==> src/rtl/masking_pkg.sv <==
// Shared encodings and index helpers for the HPC2 masked gate family.
package masking_pkg;

   localparam int OP_AND  = 0;
   localparam int OP_NAND = 1;
   localparam int OP_XOR  = 2;
   localparam int OP_XNOR = 3;

   function automatic int nr(input int d, input int w);
      return w * d * (d - 1) / 2;
   endfunction

   // Unordered share pair -> randomness slice, so r_ji and r_ij share one slice.
   function automatic int rnd_idx(input int i, input int j, input int d);
      int lo;
      int hi;
      lo = (i < j) ? i : j;
      hi = (i < j) ? j : i;
      return lo * d - lo * (lo + 1) / 2 + (hi - lo - 1);
   endfunction

   // Ordered pair (i != j) -> dense slot among the D*(D-1) cross terms.
   function automatic int pair_idx(input int i, input int j, input int d);
      return i * (d - 1) + ((j < i) ? j : j - 1);
   endfunction

endpackage

==> src/rtl/hpc2_pair_cell.sv <==
// HPC2 cross-domain term for one ordered share pair (i,j), W bitsliced lanes.
module hpc2_pair_cell #(
   parameter int W = 1
) (
   input  logic         clk,
   input  logic         rst,
   input  logic         en,
   input  logic [W-1:0] a_p1,
   input  logic [W-1:0] b_j,
   input  logic [W-1:0] r_ij,
   output logic [W-1:0] uv_p2
);

   logic [W-1:0] r_p1;
   logic [W-1:0] bm_p1;
   (* keep = "true" *) logic [W-1:0] u_p2;
   (* keep = "true" *) logic [W-1:0] v_p2;

   // Stage 1: b_j is remasked by r_ij before it meets share i
   always_ff @(posedge clk) begin
      if (rst) begin
         r_p1  <= '0;
         bm_p1 <= '0;
      end else if (en) begin
         r_p1  <= r_ij;
         bm_p1 <= b_j ^ r_ij;
      end
   end

   // Stage 2: both products registered before any XOR compression
   always_ff @(posedge clk) begin
      if (rst) begin
         u_p2 <= '0;
         v_p2 <= '0;
      end else if (en) begin
         u_p2 <= ~a_p1 & r_p1;
         v_p2 <= a_p1 & bm_p1;
      end
   end

   assign uv_p2 = u_p2 ^ v_p2;

endmodule

==> src/rtl/masked_gate_hpc2.sv <==
// D-share, W-lane masked two-input gate (AND/NAND via HPC2, XOR/XNOR share-wise),
// fixed two-register latency for every operation.
module masked_gate_hpc2
   import masking_pkg::*;
#(
   parameter int D  = 3,
   parameter int W  = 1,
   parameter int OP = OP_AND,
   parameter int NR = nr(D, W)
) (
   input  logic            clk,
   input  logic            rst,
   input  logic            en,
   input  logic            in_valid,
   input  logic [D*W-1:0]  a,
   input  logic [D*W-1:0]  b,
   input  logic [NR-1:0]   r,
   output logic [D*W-1:0]  c,
   output logic            out_valid
);

   localparam bit LINEAR = (OP == OP_XOR) || (OP == OP_XNOR);
   localparam bit NONLIN = (OP == OP_AND) || (OP == OP_NAND);
   localparam bit INV    = (OP == OP_NAND) || (OP == OP_XNOR);
   localparam logic [D*W-1:0] INV_MASK =
      INV ? {{(D*W-W){1'b0}}, {W{1'b1}}} : '0;

   logic [D*W-1:0] p_p1;
   logic           vld_p1;
   (* keep = "true" *) logic [D*W-1:0] p_p2;
   logic           vld_p2;
   logic [D*W-1:0] mix_p2;

   function automatic logic [D*W-1:0] diag_term(input logic [D*W-1:0] x,
                                                input logic [D*W-1:0] y);
      return LINEAR ? (x ^ y) : (x & y);
   endfunction

   // Stage 1: diagonal product (or share-wise XOR) and valid capture
   always_ff @(posedge clk) begin
      if (rst) begin
         p_p1   <= '0;
         vld_p1 <= 1'b0;
      end else if (en) begin
         p_p1   <= diag_term(a, b);
         vld_p1 <= in_valid;
      end
   end

   // Stage 2: share-0 inversion folded into the P2 load so a reset pipeline reads c = 0
   always_ff @(posedge clk) begin
      if (rst) begin
         p_p2   <= '0;
         vld_p2 <= 1'b0;
      end else if (en) begin
         p_p2   <= p_p1 ^ INV_MASK;
         vld_p2 <= vld_p1;
      end
   end

   generate
      if (NONLIN) begin : g_nonlin
         logic [D*W-1:0]       a_p1;
         logic [D*(D-1)*W-1:0] uv_p2;

         always_ff @(posedge clk) begin
            if (rst) begin
               a_p1 <= '0;
            end else if (en) begin
               a_p1 <= a;
            end
         end

         for (genvar i = 0; i < D; i++) begin : g_row
            for (genvar j = 0; j < D; j++) begin : g_col
               if (i != j) begin : g_cell
                  localparam int K = rnd_idx(i, j, D);
                  localparam int S = pair_idx(i, j, D);
                  hpc2_pair_cell #(.W(W)) u_cell (
                     .clk   (clk),
                     .rst   (rst),
                     .en    (en),
                     .a_p1  (a_p1[i*W +: W]),
                     .b_j   (b[j*W +: W]),
                     .r_ij  (r[K*W +: W]),
                     .uv_p2 (uv_p2[S*W +: W])
                  );
               end
            end
         end

         always_comb begin
            mix_p2 = '0;
            for (int i = 0; i < D; i++) begin
               for (int j = 0; j < D; j++) begin
                  if (i != j) begin
                     mix_p2[i*W +: W] = mix_p2[i*W +: W] ^ uv_p2[pair_idx(i, j, D)*W +: W];
                  end
               end
            end
         end
      end else begin : g_linear
         logic unused_r;
         assign unused_r = ^r;
         assign mix_p2   = '0;
      end
   endgenerate

   assign c         = p_p2 ^ mix_p2;
   assign out_valid = vld_p2;

endmodule

==> config.mk <==
export PLATFORM = sky130hd
export DESIGN_NAME = masked_gate_hpc2
export DESIGN_NICKNAME = d
export VERILOG_FILES = /design/src/rtl/masking_pkg.sv /design/src/rtl/hpc2_pair_cell.sv /design/src/rtl/masked_gate_hpc2.sv
export SDC_FILE = /design/constraint.sdc
export NUM_CORES = 1
export LEC_CHECK = 0
export CORE_ASPECT_RATIO = 1.1
export CORE_MARGIN = 2
export CORE_UTILIZATION = 50
export CTS_CLUSTER_SIZE = 24
export DETAILED_ROUTE_END_ITERATION = 10
export GPL_ROUTABILITY_DRIVEN = 0
export PLACE_DENSITY = 0.73
export SYNTH_ARGS = -nofsm -noshare
export SYNTH_HDL_FRONTEND = slang
export SYNTH_SLANG_ARGS = --single-unit
==> constraint.sdc <==
create_clock -name clk -period 1.15 [get_ports clk]
set_input_delay 0.23 -clock clk [delete_from_list [all_inputs] [get_ports clk]]
set_output_delay 0.23 -clock clk [all_outputs]
set_load 0.01 [all_outputs]
* After elaboration in Yosys (flattened, before gate mapping)
Index checks and enable logic that the tools add are counted.
Storage, ports and cells: flip-flop bits (word level) 32, latch bits 0, bits in writable memories 0, memory bits (read-only) 0, bits of input ports 13, memories 0
Operators by class: add/sub/neg operators 0, multipliers 0, div/mod/pow operators 0, $lt $le $gt $ge 0, equality and inequality tests 0, shifts and indexed selects 0, multiplexer cells 0, bitwise logic cells 32, reduce and logical (&&, ||, !) cells 0
Operator list (count):
- 1-bit XOR | 15
- 1-bit AND | 12
- 3-bit AND | 1
- 1-bit NOT | 3
- 3-bit XOR | 1

* Logic depth before layout (Yosys ltp)
Gate-level depths: netlist of run 1.
depth after elaboration 3, depth in mapped cells 4

* Modules after synthesis
A second synthesis of run 1 with hierarchy kept.
Unflattened totals: cell total of the unflattened synthesis 140, area, all modules 1392.6 µm²
Modules (own cells, without submodules):
- hpc2_pair_cell | times used 6, cells each 16, area an instance 157.7 µm²
- masked_gate_hpc2 | times used 1, cells each 44, area an instance 446.7 µm²

* Worst setup path after synthesis of run 1
No wires, ideal clock.
kind flip-flop to output port, start register g_nonlin.g_row[0].g_col[2].g_cell.u_cell.u_p2, end output port c[0], arrival 0.936 ns, required time 0.920 ns, path slack -0.016 ns, stages on the path, launching flop included 3, buffers on the path 0, path through dfxtp_1 > xnor3_1 > xnor2_1
Between the ends: longest elaborated chain between the ends 3
Ends and longest elaborated chain:
- from (decl) | RTL line hpc2_pair_cell.sv:16 | (* keep = "true" *) logic [W-1:0] u_p2;
- from (signal assigned) | RTL line hpc2_pair_cell.sv:36 | u_p2 <= ~a_p1 & r_p1;
- 1-bit XOR | RTL line hpc2_pair_cell.sv:41 | assign uv_p2 = u_p2 ^ v_p2;
- 1-bit XOR | RTL line masked_gate_hpc2.sv:97 | mix_p2[i*W +: W] = mix_p2[i*W +: W] ^ uv_p2[pair_idx(i, j, D)*W +: W];
- 3-bit XOR | RTL line masked_gate_hpc2.sv:109 | assign c = p_p2 ^ mix_p2;
- to (decl) | RTL line masked_gate_hpc2.sv:18 | output logic [D*W-1:0] c,
No other way between the ends.

* Worst setup path after layout of run 1
start register g_nonlin.g_row[2].g_col[0].g_cell.u_cell.v_p2, end output port c[2]
Between the ends: longest elaborated chain between the ends 3
Ends and longest elaborated chain:
- from (decl) | RTL line hpc2_pair_cell.sv:17 | (* keep = "true" *) logic [W-1:0] v_p2;
- from (signal assigned) | RTL line hpc2_pair_cell.sv:37 | v_p2 <= a_p1 & bm_p1;
- 1-bit XOR | RTL line hpc2_pair_cell.sv:41
- 1-bit XOR | RTL line masked_gate_hpc2.sv:97
- 3-bit XOR | RTL line masked_gate_hpc2.sv:109
No other way between the ends.

==> impl_metrics.yaml, run 1 <==
run_status:
  status: "finished, violations left"
  violations: "negative setup slack"
die:
  initial_core_util: 0.533
  die_w_um: 53.6
  fp.dieArea_sq_um: 3140
  pin_count: 17
  rows: 19
  core_sq_um: 2540
  fp.dieH_um: 58.6
yosys:
  syn_nets: 148
  yosysSeqAreaShare: 0.473
  netlist.area_leader.share: 0.473
  synth.distinct_cells: 16
  synthTopCellsByCount: "dfxtp_1 (32), nor2_1 (17), a21oi_1 (15), nand2b_1 (13), mux2i_1 (11)"
  synth_cells: 135
  synthFlopType: "dfxtp_1"
  synthTopCellsByArea: "dfxtp_1 (47%), mux2i_1 (8.1%), nand2b_1 (6.0%)"
  synth.most_common_cell: "dfxtp_1"
  synthArstFlopShare: 0
  synth_edf_count: 0
  ys_warn_count: 0
  yosysTopAreaCell: "dfxtp_1"
  netlist_area_sq_um: 1360
  synth.avg_cell_area_sq_um: 10.0
  ys_ff_latch: 32
drt:
  drc: 0
  dr.pass1.iters: 4
  avgRoutedWirePerCell_um: 12.0
  wl_um: 2220
  drt_iter0_markers: 5
  vias: 938
  vias_per_cell: 5.07
  drtAntennaViolNets: 0
global_route:
  antenna_found_initial: 0
  grt_pass1_vias: 861
  grt_max_degree: 35
  grtUsageTotal: 0.169
  grt_first_pass_wirelength_um: 3710
  grt_overflow: 0
timing:
  rsz0062_at_grt: "true"
  fin_ws_ps: -447
  max_freq_mhz: 626
  slew_headroom: 0.846
  report.final.setup_viol: 3
  period_needed_ps: 1600
  slew_viol_final: 0
  timing.final.crit_share: 1.39
  skew_ps: 1.58
  tns_ps: -1330
  worstMarginPinSlew_ps: 231
  finalHoldViolCount: 0
critical_path:
  crit_buf_inv: 1
  path_class: "flop to output pin"
  max_stage_delay_ps: 420
  crit_fanout: 2
  end_kind: "output pin"
  worst_ep_required_time_ps: 920
  crit_chain: "xnor3_1, xnor2_2, buf_2"
  worstPathArrival_ps: 1370
  cp_top_family: "XOR/XNOR gates"
  cp-start-kind: "flop"
  slowest_stage: "xnor3_1"
flow_run:
  cap_violations: 0
placed_design:
  dp.cells: 176
  hpwl_um: 1500
  placed_cell_area_sq_um: 1570
  portBuffers: 16
power:
  pwr-share-clk: 0.311
  switching_share: 0.237
  p_seq_frac: 0.563
  max-vdd-ir-drop_mv: 0.875
  cell_internal_pwr_mw: 1.61
  switchingPower_uw: 500
  combPwrFrac: 0.126
  power_mw: 2.11
  p_leak_nw: 0.645
  p_per_area_nw_per_um2: 1300
clocking:
  clock_path_buffers: 2
  cts.reportedPaths.clkPinSlew_ps: 90
  h-tree-depth: 2
  cts_tree: "yes"
  cts-root-buf: "clkbuf_4"
  clk_latency_ps: 330
  clock_sinks: 32
  numCtsBuffers: 5
final_layout:
  final_area_sq_um: 1620
  synthToLayoutAreaGrowth_pct: 19.8
  drive_gt1_frac: 0.149
  diodes: 0
  stdcell_count: 185
  final_util: 0.638
  finalNetCount: 166
hold_path:
  hp-class: "primary input to flop"
==> cells by family (layout without fill, tap and decap cells) <==
group | after synthesis | count (layout) | share of synthesized area
xor+xnor | 15 | 15 | 0.127
simple gates | 47 | 47 | 0.185
flops | 32 | 32 | 0.473
buf+inv | 9 | 28 | 0.0452
compound gates | 21 | 21 | 0.0886
mux | 11 | 11 | 0.0813
==> stage by stage <==
| step | setup WS [ps] | hold WS, ps |
|---|---|---|
| 4_1_cts | -471 | 292 |
| 6_report | -447 | 313 |
| 3_3_place_gp | -469 | 452 |
| 5_1_grt | -508 | 309 |
| 3_5_place_dp | -511 | 465 |
| 2_1_floorplan | 15.9 | 303 |
==> worst min-delay path: cells and delay by family <==
family | cells | cell delay (ps)
buffers and inverters | 2 | 300
AO/OA/AOI/OAI | 1 | 70
==> per-layer routing <==
layer / global-route usage / share of wire
met5: 0 / 0
met4: 0.0769 / 0.018
met3: 0.0838 / 0.050
met2: 0.236 / 0.46
met1: 0.217 / 0.47
==> state kept, by name, indices dropped and copies added, names as in the netlist <==
signal,count
g_nonlin.g_row.g_col.g_cell.u_cell.bm_p1,6
p_p2,3
g_nonlin.g_row.g_col.g_cell.u_cell.v_p2,6
vld_p1,1
g_nonlin.g_row.g_col.g_cell.u_cell.u_p2,6
out_valid,1
g_nonlin.g_row.g_col.g_cell.u_cell.r_p1,3
p_p1,3
g_nonlin.a_p1,3
==> cell type report <==
cell class                      count  area [sq um]
Fill cell                         214           921
Multi-Input combinational cell     94           676
Sequential cell                    32           647
Timing Repair Buffer               20           203
Clock buffer                        8          58.8
Tap cell                           31          38.8
==> power by group through the flow <==
stage                     logic, mW  clock network [mW]  registers, mW
after floorplan               0.178                   0           1.20
after global placement        0.275                   0           1.21
after detailed placement      0.280                   0           1.21
after CTS                     0.269               0.684           1.19
after global routing          0.293               0.738           1.19
final                         0.267               0.655           1.19
==> cell usage in the layout (no fill, tap or decap), drive strengths merged, types with 3 or more instances in the layout <==
cell type and instances:
a211oi 6, a21oi 15, buf 9, clkbuf 8, clkdlybuf4s50 11, dfxtp 32
mux2i 11, nand2b 13, nand3 9, nand3b 6, nor2 17, xnor2 9
xnor3 3, xor2 3
==> final timing paths <==
kind	startpoint	end	slack (ps)	cells after the start
max	g_nonlin.g_row[2].g_col[0].g_cell.u_cell.v_p2	c[2]	-450	3
min	en	g_nonlin.g_row[1].g_col[2].g_cell.u_cell.bm_p1	310	3
max reg2reg	g_nonlin.g_row[2].g_col[1].g_cell.u_cell.u_p2	g_nonlin.g_row[2].g_col[1].g_cell.u_cell.u_p2	390	2
min reg2reg	p_p1[2]	p_p1[2]	480	2
==> repair_timing <==
item / 4_1_cts / 5_1_grt
setup buffers: 1 / 0
endpoints found under the setup margin: 4 / 4
pin swaps: 3 / 1
hold buffers: 0 / 0
gates resized for setup: 18 / 3
Note: power is estimated with default switching activity, not from simulation.
==> run 2, diff against run 1 <==
--- a/config.mk
+++ b/config.mk
@@ -14,4 +14,5 @@
 export PLACE_DENSITY = 0.73
 export SYNTH_ARGS = -nofsm -noshare
 export SYNTH_HDL_FRONTEND = slang
+export SYNTH_HIERARCHICAL = 1
 export SYNTH_SLANG_ARGS = --single-unit
==> impl_metrics.yaml, run 2 <==
final_layout:
  finalNetCount: 182
  fill_cells: 232
  layout_common_cells: "dfxtp_1 (24), nor2_1 (20), nand2b_1 (15), a21oi_1 (15), mux2i_1 (14)"
  drive_gt1_frac: 0.194
  stdcell_count: 203
  synthToLayoutAreaGrowth_pct: 25.6
  final_util: 0.647
  diodes: 0
  final_common_cell: "dfxtp_1"
critical_path:
  crit_path_start: "g_nonlin.g_row[1].g_col[0].g_cell.u_cell/u_p2"
  crit_fanout: 2
  rr_startpoint: "g_nonlin.a_p1[1]"
  end_kind: "output pin"
  path_class: "flop to output pin"
  worst_ep_required_time_ps: 920
  cp-start-kind: "flop"
  worstPathArrival_ps: 1330
die:
  rows: 20
  pin_count: 17
  die_w_um: 54.3
  fp.dieH_um: 59.4
  core_sq_um: 2700
  initial_core_util: 0.515
  fp.dieArea_sq_um: 3220
drt:
  dr.pass1.iters: 4
  drc: 0
  avgRoutedWirePerCell_um: 12.1
  vias: 1044
  drt_iter0_markers: 17
  drtAntennaViolNets: 0
  wl_um: 2460
  vias_per_cell: 5.14
global_route:
  grt_pass1_vias: 989
  grtUsageTotal: 0.181
  grt_max_degree: 36
  grt_util_met1: 0.211
  grt_overflow: 0
  antenna_found_initial: 0
  met2_usage: 0.293
  grt_first_pass_wirelength_um: 4170
  grt_util_met3: 0.0556
  top_usage_layer: "met2"
clocking:
  clock_sinks: 35
  cts.reportedPaths.clkPinSlew_ps: 100
  clock_path_buffers: 2
  cts-root-buf: "clkbuf_4"
  clk_latency_ps: 330
  cts_hold_buf: 0
  post_cts_buffers: 0
  cts_tree: "yes"
  numCtsBuffers: 5
  h-tree-depth: 2
timing:
  slew_headroom: 0.855
  report.final.setup_viol: 3
  timing.final.crit_share: 1.36
  tns_ps: -1130
  worstMarginPinSlew_ps: 217
  rsz0062_at_grt: "true"
  slew_viol_final: 0
  finalHoldViolCount: 0
  fin_ws_ps: -412
  max_freq_mhz: 640
  skew_ps: 4.51
  period_needed_ps: 1560
power:
  cell_internal_pwr_mw: 1.78
  p_per_area_nw_per_um2: 1330
  switchingPower_uw: 546
  power_mw: 2.33
  max-vdd-ir-drop_mv: 0.883
  p_leak_nw: 0.697
  p_seq_frac: 0.559
  switching_share: 0.235
  combPwrFrac: 0.120
  pwr-share-clk: 0.321
yosys:
  synthFlopType: "dfxtp_1"
  synth_cells: 140
  syn_nets: 153
  synthTopCellsByArea: "dfxtp_1 (50%), mux2i_1 (10%), xnor2_1 (7.5%)"
  netlist.area_leader.share: 0.503
  ys_ff_latch: 35
  synth.distinct_cells: 12
  yosysTopAreaCell: "dfxtp_1"
  synth.most_common_cell: "dfxtp_1"
  ys_warn_count: 6
  synth.avg_cell_area_sq_um: 9.95
  yosysSeqAreaShare: 0.503
  netlist_area_sq_um: 1390
  synthArstFlopShare: 0
  synth_edf_count: 0
  synthTopCellsByCount: "dfxtp_1 (35), nor2_1 (20), a21oi_1 (15), nand2b_1 (15), mux2i_1 (14)"
placed_design:
  dp.cells: 195
  hpwl_um: 1710
  portBuffers: 16
run_status:
  violations: "negative setup slack"
  status: "finished, violations left"
hold_path:
  min-delay-start: "en"
  hp-class: "primary input to flop"
flow_run:
  cap_violations: 0
==> run 2: logic make-up (layout without fill, tap and decap cells) <==
logic type / Yosys count / after routing / share of synthesized area
multiplexers: 14 / 14 / 0.101
AND/OR/NAND/NOR: 50 / 50 / 0.186
XOR/XNOR: 18 / 18 / 0.113
buffers and inverters: 2 / 32 / 0.0108
AO/OA/AOI/OAI: 21 / 21 / 0.0862
flip-flops: 35 / 35 / 0.503
==> run 2: metal layers <==
layer	vias up	share of wire
met1	491	0.44
li1	535	-
met3	4	0.046
met2	14	0.50
met4	0	0.013
met5	-	0
==> run 2: worst paths after layout <==
path,to,slack (ps),cells after the start
setup / recovery,c[1],-410,4
hold / removal,g_nonlin.g_row[1].g_col[2].g_cell.u_cell/u_p2,280,3
setup reg to reg,g_nonlin.g_row[1].g_col[0].g_cell.u_cell/u_p2,390,2
hold reg to reg,p_p1[0],470,2
==> run 2: through the flow <==
step | cell area (sq um) | setup slack [ps] | hold WS (ps)
after CTS | 1750 | -441 | 264
final | 1750 | -412 | 281
after global placement | 1670 | -428 | 456
after global routing | 1750 | -492 | 263
after detailed placement | 1670 | -469 | 464
after floorplan | 1390 | 94.6 | 299
==> run 2: area by class of cell <==
cell class	count	area, sq um	share of cell area
tap	33	41.3	0.0236
multi-input combinational	103	692	0.396
clock buffer	8	68.8	0.0393
sequential	35	714	0.408
timing repair buffer	24	233	0.133
==> run 2: critical path: stages, from the launching register on <==
cell and delay (ps):
dfxtp_2 340, xor2_1 160, xnor2_1 210, xnor2_1 150, buf_2 150
==> run 2: power by group through the flow <==
| stage | Sequential, mW | Clock (mW) | Combinational [mW] |
|---|---|---|---|
| 6_report | 1.30 | 0.746 | 0.280 |
| 5_1_grt | 1.31 | 0.819 | 0.310 |
| 4_1_cts | 1.30 | 0.763 | 0.284 |
| 3_5_place_dp | 1.33 | 0 | 0.293 |
| 3_3_place_gp | 1.32 | 0 | 0.286 |
| 2_1_floorplan | 1.32 | 0 | 0.141 |
==> run 2: repair_timing <==
| item | CTS | global route |
|---|---|---|
| resized for setup | 25 | 3 |
| pin swaps | 10 | 3 |
| endpoints found under the setup margin | 4 | 4 |
